File: config.mk
export PLATFORM = sky130hd
export DESIGN_NAME = dyn_credit_tx
export DESIGN_NICKNAME = d
export VERILOG_FILES = /design/src/rtl/dyn_credit_tx.sv
export SDC_FILE = /design/constraint.sdc
export NUM_CORES = 1
export LEC_CHECK = 0
export ABC_CLOCK_PERIOD_IN_PS = 4900
export BUFFER_PORTS_ARGS = -buffer_cell sky130_fd_sc_hd__clkbuf_2
export CORE_MARGIN = 2
export CORE_UTILIZATION = 35
export DETAILED_ROUTE_END_ITERATION = 16
export PLACE_DENSITY_LB_ADDON = 0.12
export SLEW_MARGIN = 10
export SYNTH_ARGS = -nofsm -noshare
export SYNTH_HDL_FRONTEND = slang
export SYNTH_SLANG_ARGS = --single-unit
export TNS_END_PERCENT = 50
File: constraint.sdc
create_clock -name clk -period 4.9 [get_ports clk]
set_clock_uncertainty 0.2 [all_clocks]
set_input_delay 0.49 -clock clk [delete_from_list [all_inputs] [get_ports clk]]
set_output_delay 0.49 -clock clk [all_outputs]
set_load 0.005 [all_outputs]
File: src/rtl/dyn_credit_tx.sv
// ---------------------------------------------------------------------------
// dyn_credit_tx
//
// Credit-based transmit stage for one direction of a tile's dynamic network.
// Flits from the router output are buffered in a small skid FIFO and sent to
// the neighbouring tile only while the local copy of the neighbour's free
// input-buffer slots (credits) is non-zero. Each flit sent costs one credit.
// Each yummy_in pulse from the neighbour returns one credit.
//
// Parameters
//   DATA_W     : flit width in bits
//   CREDITS    : neighbour input-buffer depth (reset and maximum credit count)
//   FIFO_DEPTH : local skid FIFO depth (power of two, >= 2)
//
// Ports
//   clk        in   sole clock, rising edge
//   rst_n      in   synchronous active-low reset
//   in_valid   in   router presents a flit
//   in_data    in   flit from the router
//   in_ready   out  FIFO has room; a flit transfers on in_valid && in_ready
//   out_valid  out  registered one-cycle pulse per flit sent
//   out_data   out  registered flit; holds its last value between sends
//   yummy_in   in   one-cycle pulse: neighbour freed one buffer slot
//   credit_cnt out  current credits
//   fifo_cnt   out  current FIFO occupancy
//   credit_err out  sticky: yummy_in arrived with credits already full and
//                   no send in that cycle
// ---------------------------------------------------------------------------
module dyn_credit_tx #(
   parameter int DATA_W     = 64,
   parameter int CREDITS    = 4,
   parameter int FIFO_DEPTH = 4
) (
   input  logic                              clk,
   input  logic                              rst_n,
   input  logic                              in_valid,
   input  logic [DATA_W-1:0]                 in_data,
   output logic                              in_ready,
   output logic                              out_valid,
   output logic [DATA_W-1:0]                 out_data,
   input  logic                              yummy_in,
   output logic [$clog2(CREDITS+1)-1:0]      credit_cnt,
   output logic [$clog2(FIFO_DEPTH+1)-1:0]   fifo_cnt,
   output logic                              credit_err
);

   localparam int CW = $clog2(CREDITS + 1);
   localparam int FW = $clog2(FIFO_DEPTH + 1);
   localparam int AW = (FIFO_DEPTH > 1) ? $clog2(FIFO_DEPTH) : 1;

   localparam logic [CW-1:0] CREDIT_MAX = CW'(CREDITS);
   localparam logic [FW-1:0] FIFO_FULL  = FW'(FIFO_DEPTH);

   // ------------------------------------------------------------------------
   // State
   // ------------------------------------------------------------------------
   logic [DATA_W-1:0] r_mem [FIFO_DEPTH];
   logic [AW-1:0]     r_wr_ptr;
   logic [AW-1:0]     r_rd_ptr;
   logic [FW-1:0]     r_fifo_cnt;
   logic [CW-1:0]     r_credit_cnt;
   logic              r_out_valid;
   logic [DATA_W-1:0] r_out_data;
   logic              r_credit_err;

   // ------------------------------------------------------------------------
   // Handshake and send decision, all from registered state
   // ------------------------------------------------------------------------
   logic w_in_ready;
   logic w_push;
   logic w_send;

   // in_ready looks only at registered occupancy, never at this cycle's pop,
   // so a full FIFO refuses a push even in a cycle where it also sends.
   assign w_in_ready = (r_fifo_cnt < FIFO_FULL);
   assign w_push     = in_valid && w_in_ready;
   assign w_send     = (r_fifo_cnt != '0) && (r_credit_cnt != '0);

   // ------------------------------------------------------------------------
   // FIFO storage
   // ------------------------------------------------------------------------
   // NOTE: the data array has no reset; occupancy and pointers alone decide
   // which entries are live, so resetting the array would only add reset
   // fan-out without changing behaviour.
   always_ff @(posedge clk) begin
      if (w_push) begin
         r_mem[r_wr_ptr] <= in_data;
      end
   end

   // ------------------------------------------------------------------------
   // FIFO pointers and occupancy
   // ------------------------------------------------------------------------
   // NOTE: every register here uses non-blocking assignment so all updates in
   // an edge see the pre-edge values of r_fifo_cnt / r_credit_cnt.
   always_ff @(posedge clk) begin
      if (!rst_n) begin
         r_wr_ptr   <= '0;
         r_rd_ptr   <= '0;
         r_fifo_cnt <= '0;
      end else begin
         // Pointers wrap naturally because FIFO_DEPTH is a power of two.
         if (w_push) begin
            r_wr_ptr <= r_wr_ptr + AW'(1);
         end
         if (w_send) begin
            r_rd_ptr <= r_rd_ptr + AW'(1);
         end
         unique case ({w_push, w_send})
            2'b10:   r_fifo_cnt <= r_fifo_cnt + FW'(1);
            2'b01:   r_fifo_cnt <= r_fifo_cnt - FW'(1);
            default: r_fifo_cnt <= r_fifo_cnt;
         endcase
      end
   end

   // ------------------------------------------------------------------------
   // Credit counter and sticky overflow flag
   // ------------------------------------------------------------------------
   always_ff @(posedge clk) begin
      if (!rst_n) begin
         r_credit_cnt <= CREDIT_MAX;
         r_credit_err <= 1'b0;
      end else begin
         unique case ({w_send, yummy_in})
            2'b10: r_credit_cnt <= r_credit_cnt - CW'(1);
            2'b01: begin
               // A return with the counter already full means the neighbour
               // handed back a slot we never used: saturate and flag it.
               if (r_credit_cnt == CREDIT_MAX) begin
                  r_credit_err <= 1'b1;
               end else begin
                  r_credit_cnt <= r_credit_cnt + CW'(1);
               end
            end
            // Send and return in the same cycle cancel out.
            default: r_credit_cnt <= r_credit_cnt;
         endcase
      end
   end

   // ------------------------------------------------------------------------
   // Output register: one pulse per send, data held between sends
   // ------------------------------------------------------------------------
   always_ff @(posedge clk) begin
      if (!rst_n) begin
         r_out_valid <= 1'b0;
         r_out_data  <= '0;
      end else begin
         r_out_valid <= w_send;
         if (w_send) begin
            r_out_data <= r_mem[r_rd_ptr];
         end
      end
   end

   // ------------------------------------------------------------------------
   // Outputs
   // ------------------------------------------------------------------------
   assign in_ready   = w_in_ready;
   assign out_valid  = r_out_valid;
   assign out_data   = r_out_data;
   assign credit_cnt = r_credit_cnt;
   assign fifo_cnt   = r_fifo_cnt;
   assign credit_err = r_credit_err;

endmodule

==> flow_metrics.tcl <==
set metrics [dict create \
    status "completed" \
    final_cell_mix "256 x edfxtp_1, 139 x clkbuf_2, 105 x nand2_1" \
    p_int_w 0.006047 \
    drtAntennaViolNets 0 \
    cp_max_fo 68 \
    synth_enable_flop_cells 256 \
    hp-class "primary input to flop" \
    grt_max_degree 69 \
    p_sw_frac 0.3064 \
    cp_cell_sequence "or3_4 -> nand2_4 -> buf_4 -> inv_2 -> ha_1 -> inv_1 -> fa_1 -> xor2_1 -> or3_1 -> a21boi_0" \
    finalPower_w 0.008718 \
    ios 141 \
    area_growth_pct 22.42 \
    die_x_um 193.4 \
    start_kind "flop" \
    grt_first_pass_wirelength_um 42140 \
    drive_above_1_share 0.3575 \
    ys_seq_area_frac 0.7336 \
    clkTransAtPathRegs_ns 0.06 \
    critPathRequiredTime_ns 5.13 \
    tightest_slew_ns 1.121 \
    die_h_um 193.4 \
    dp.cells 1258 \
    crit_arrival_ns 3.39 \
    max_freq_mhz 316.0 \
    cts_tree "built" \
    gp_congestion 0.7334 \
    drv_slew 0 \
    async_reset_ff_frac 0 \
    drtIter0Drc 413 \
    layout_commonest_cell "edfxtp_1" \
    ff2ff_setup_slack_ns 1.74 \
    crit_path_top_delay_cell "buf_4" \
    hpwl_um 14190 \
    peakVddDrop_v 0.0004539 \
    coreArea_sq_um 35480 \
    overflow 0 \
    clk_latency_ns 0.51 \
    synth_fp_nets 764 \
    hold_viol 0 \
    max_stage_delay_ns 0.81 \
    cts_sinks 332 \
    cp-end-kind "flop" \
    drv_cap 0 \
    cts_buffer_depth 3 \
    clkPwrFrac 0.302 \
    finalCritPeriodShare 0.6458 \
    synthFlopType "edfxtp_1" \
    layout.nets 972 \
    cts_made_buffers 38 \
    wl_um 26770 \
    antenna_found_initial 2 \
    wire_per_inst_um 19.28 \
    syn-cell-area_sq_um 12550 \
    p_per_area_nw_per_um2 567.3 \
    die-area_sq_um 37400 \
    synthDistinctLibCells 40 \
    vias 6563 \
    p_sw_w 0.002671 \
    first_global_vias 7244 \
    slew_headroom 0.2528 \
    setup_viol 0 \
    dr.pass1.iters 4 \
    fin_tns_setup_ns 0 \
    fin_cells 1388 \
    synthCells 689 \
    yosys_register_bits 332 \
    track_usage 0.1452 \
    combPwrFrac 0.251 \
    ys_warn_count 0 \
    rows 69 \
    min_period_ns 3.164 \
    leakage_nw 5.345 \
    path_class "flop to flop" \
    root_buffer "clkbuf_16" \
    seq_power_share 0.447 \
    htreeDepth 2 \
    initial_core_util 0.3538 \
    numPortBuffers 140 \
    drc 0 \
    rsz0062_at_grt "no" \
    avgSynthCellArea_sq_um 18.22 \
    viasPerCell 4.728 \
]
==> synthesized netlist by cell type (2+ instances only) <==
cell type  number  area share
a21boi_0        7      0.0042
a21boi_1       30       0.018
a21boi_2       29       0.026
and2_1         10      0.0050
buf_12          4      0.0064
buf_2          11      0.0044
buf_6          10      0.0090
clkbuf_1       11      0.0033
dfxtp_1        76        0.12
edfxtp_1      256        0.61
fa_1            2      0.0032
ha_1            5      0.0050
inv_1           7      0.0021
mux4_2         64        0.11
nand2_1       105       0.031
nand2_2        29       0.014
nor2_1          2     0.00060
nor2b_1         2      0.0010
nor3_1          2     0.00080
o21ai_0         2     0.00080
or3_4           2      0.0018
xnor2_1         5      0.0035
==> cell type report <==
class	count	area (sq um)
clock inverter	16	73.82
fill	3167	20120
multi-input combinational	312	3028
clock buffer	53	1101
tap	461	576.8
antenna	1	2.502
sequential	332	9216
timing repair buffer	205	1339
inverter	8	30.03
==> power by group through the flow <==
stage | Sequential, W | Clock (W) | Combinational (W)
after global routing | 0.00397 | 0.00284 | 0.00244
after global placement | 0.00396 | 0 | 0.00216
final | 0.00390 | 0.00264 | 0.00219
after detailed placement | 0.00398 | 0 | 0.00223
after floorplan | 0.00378 | 0 | 0.00177
after CTS | 0.00392 | 0.00272 | 0.00227
==> worst paths after layout <==
kind	start	to	depth (start not counted)
hold / removal	in_data[21]	r_mem[2][21]$_DFFE_PP_	1
setup / recovery	credit_cnt[0]$_SDFFE_PN0P_	fifo_cnt[2]$_SDFFE_PN0P_	10
hold reg to reg	out_data[49]$_SDFFE_PN0P_	out_data[49]$_SDFFE_PN0P_	2
setup reg to reg	credit_cnt[0]$_SDFFE_PN0P_	fifo_cnt[2]$_SDFFE_PN0P_	10
==> worst max-delay path, delay by kind of cell (launching register included) <==
family                     cells  cell delay (ns)
buffers and inverters          3             0.97
and+or+nand+nor                3             0.82
adders and majority gates      2             0.42
DFF                            1             0.39
AOI/OAI and AO/OA              1             0.18
xor gates and xnor gates       1             0.08
==> sequential cells by signal, summed over array words and instances (netlist names) <==
signal      flops
r_wr_ptr        2
credit_cnt      3
credit_err      1
out_data       64
fifo_cnt        3
r_rd_ptr        2
r_mem         256
out_valid       1
==> per-layer routing <==
layer	global-route usage	routed length, um	up-vias
met5	0	13	-
met4	0.04128	488	2
met3	0.03295	1192	43
met2	0.2571	13740	132
met1	0.1777	11330	3344
li1	-	-	3042
==> stage by stage <==
| step | utilization | hold WS, ns | cell area [sq um] | setup WS, ns |
|---|---|---|---|---|
| finish | 0.4331 | 0.02240 | 15370 | 1.736 |
| CTS | 0.4330 | 0.0004982 | 15360 | 1.697 |
| global route | 0.4331 | 0.001395 | 15370 | 1.517 |
| floorplan | - | 0.2514 | 12550 | 1.898 |
| detailed placement | 0.3830 | 0.2472 | 13590 | 1.696 |
| global placement | 0.3830 | 0.2439 | 13590 | 1.881 |
==> kinds of logic after synthesis <==
logic type | share of synthesized area
XOR/XNOR | 0.004186
adder cells (fa/ha/maj) | 0.008173
AND/OR/NAND/NOR | 0.05980
buffers and inverters | 0.02601
AO/OA/AOI/OAI | 0.05173
flip-flops | 0.7336
multiplexers | 0.1165
==> repair_timing <==
| item | CTS | global route |
|---|---|---|
| resized for setup | 0 | 0 |
| hold buffers | 60 | 0 |
| buffers inserted | 0 | 0 |
| endpoints found under the hold margin | 240 | 0 |
(Power assumes the default switching activity.)
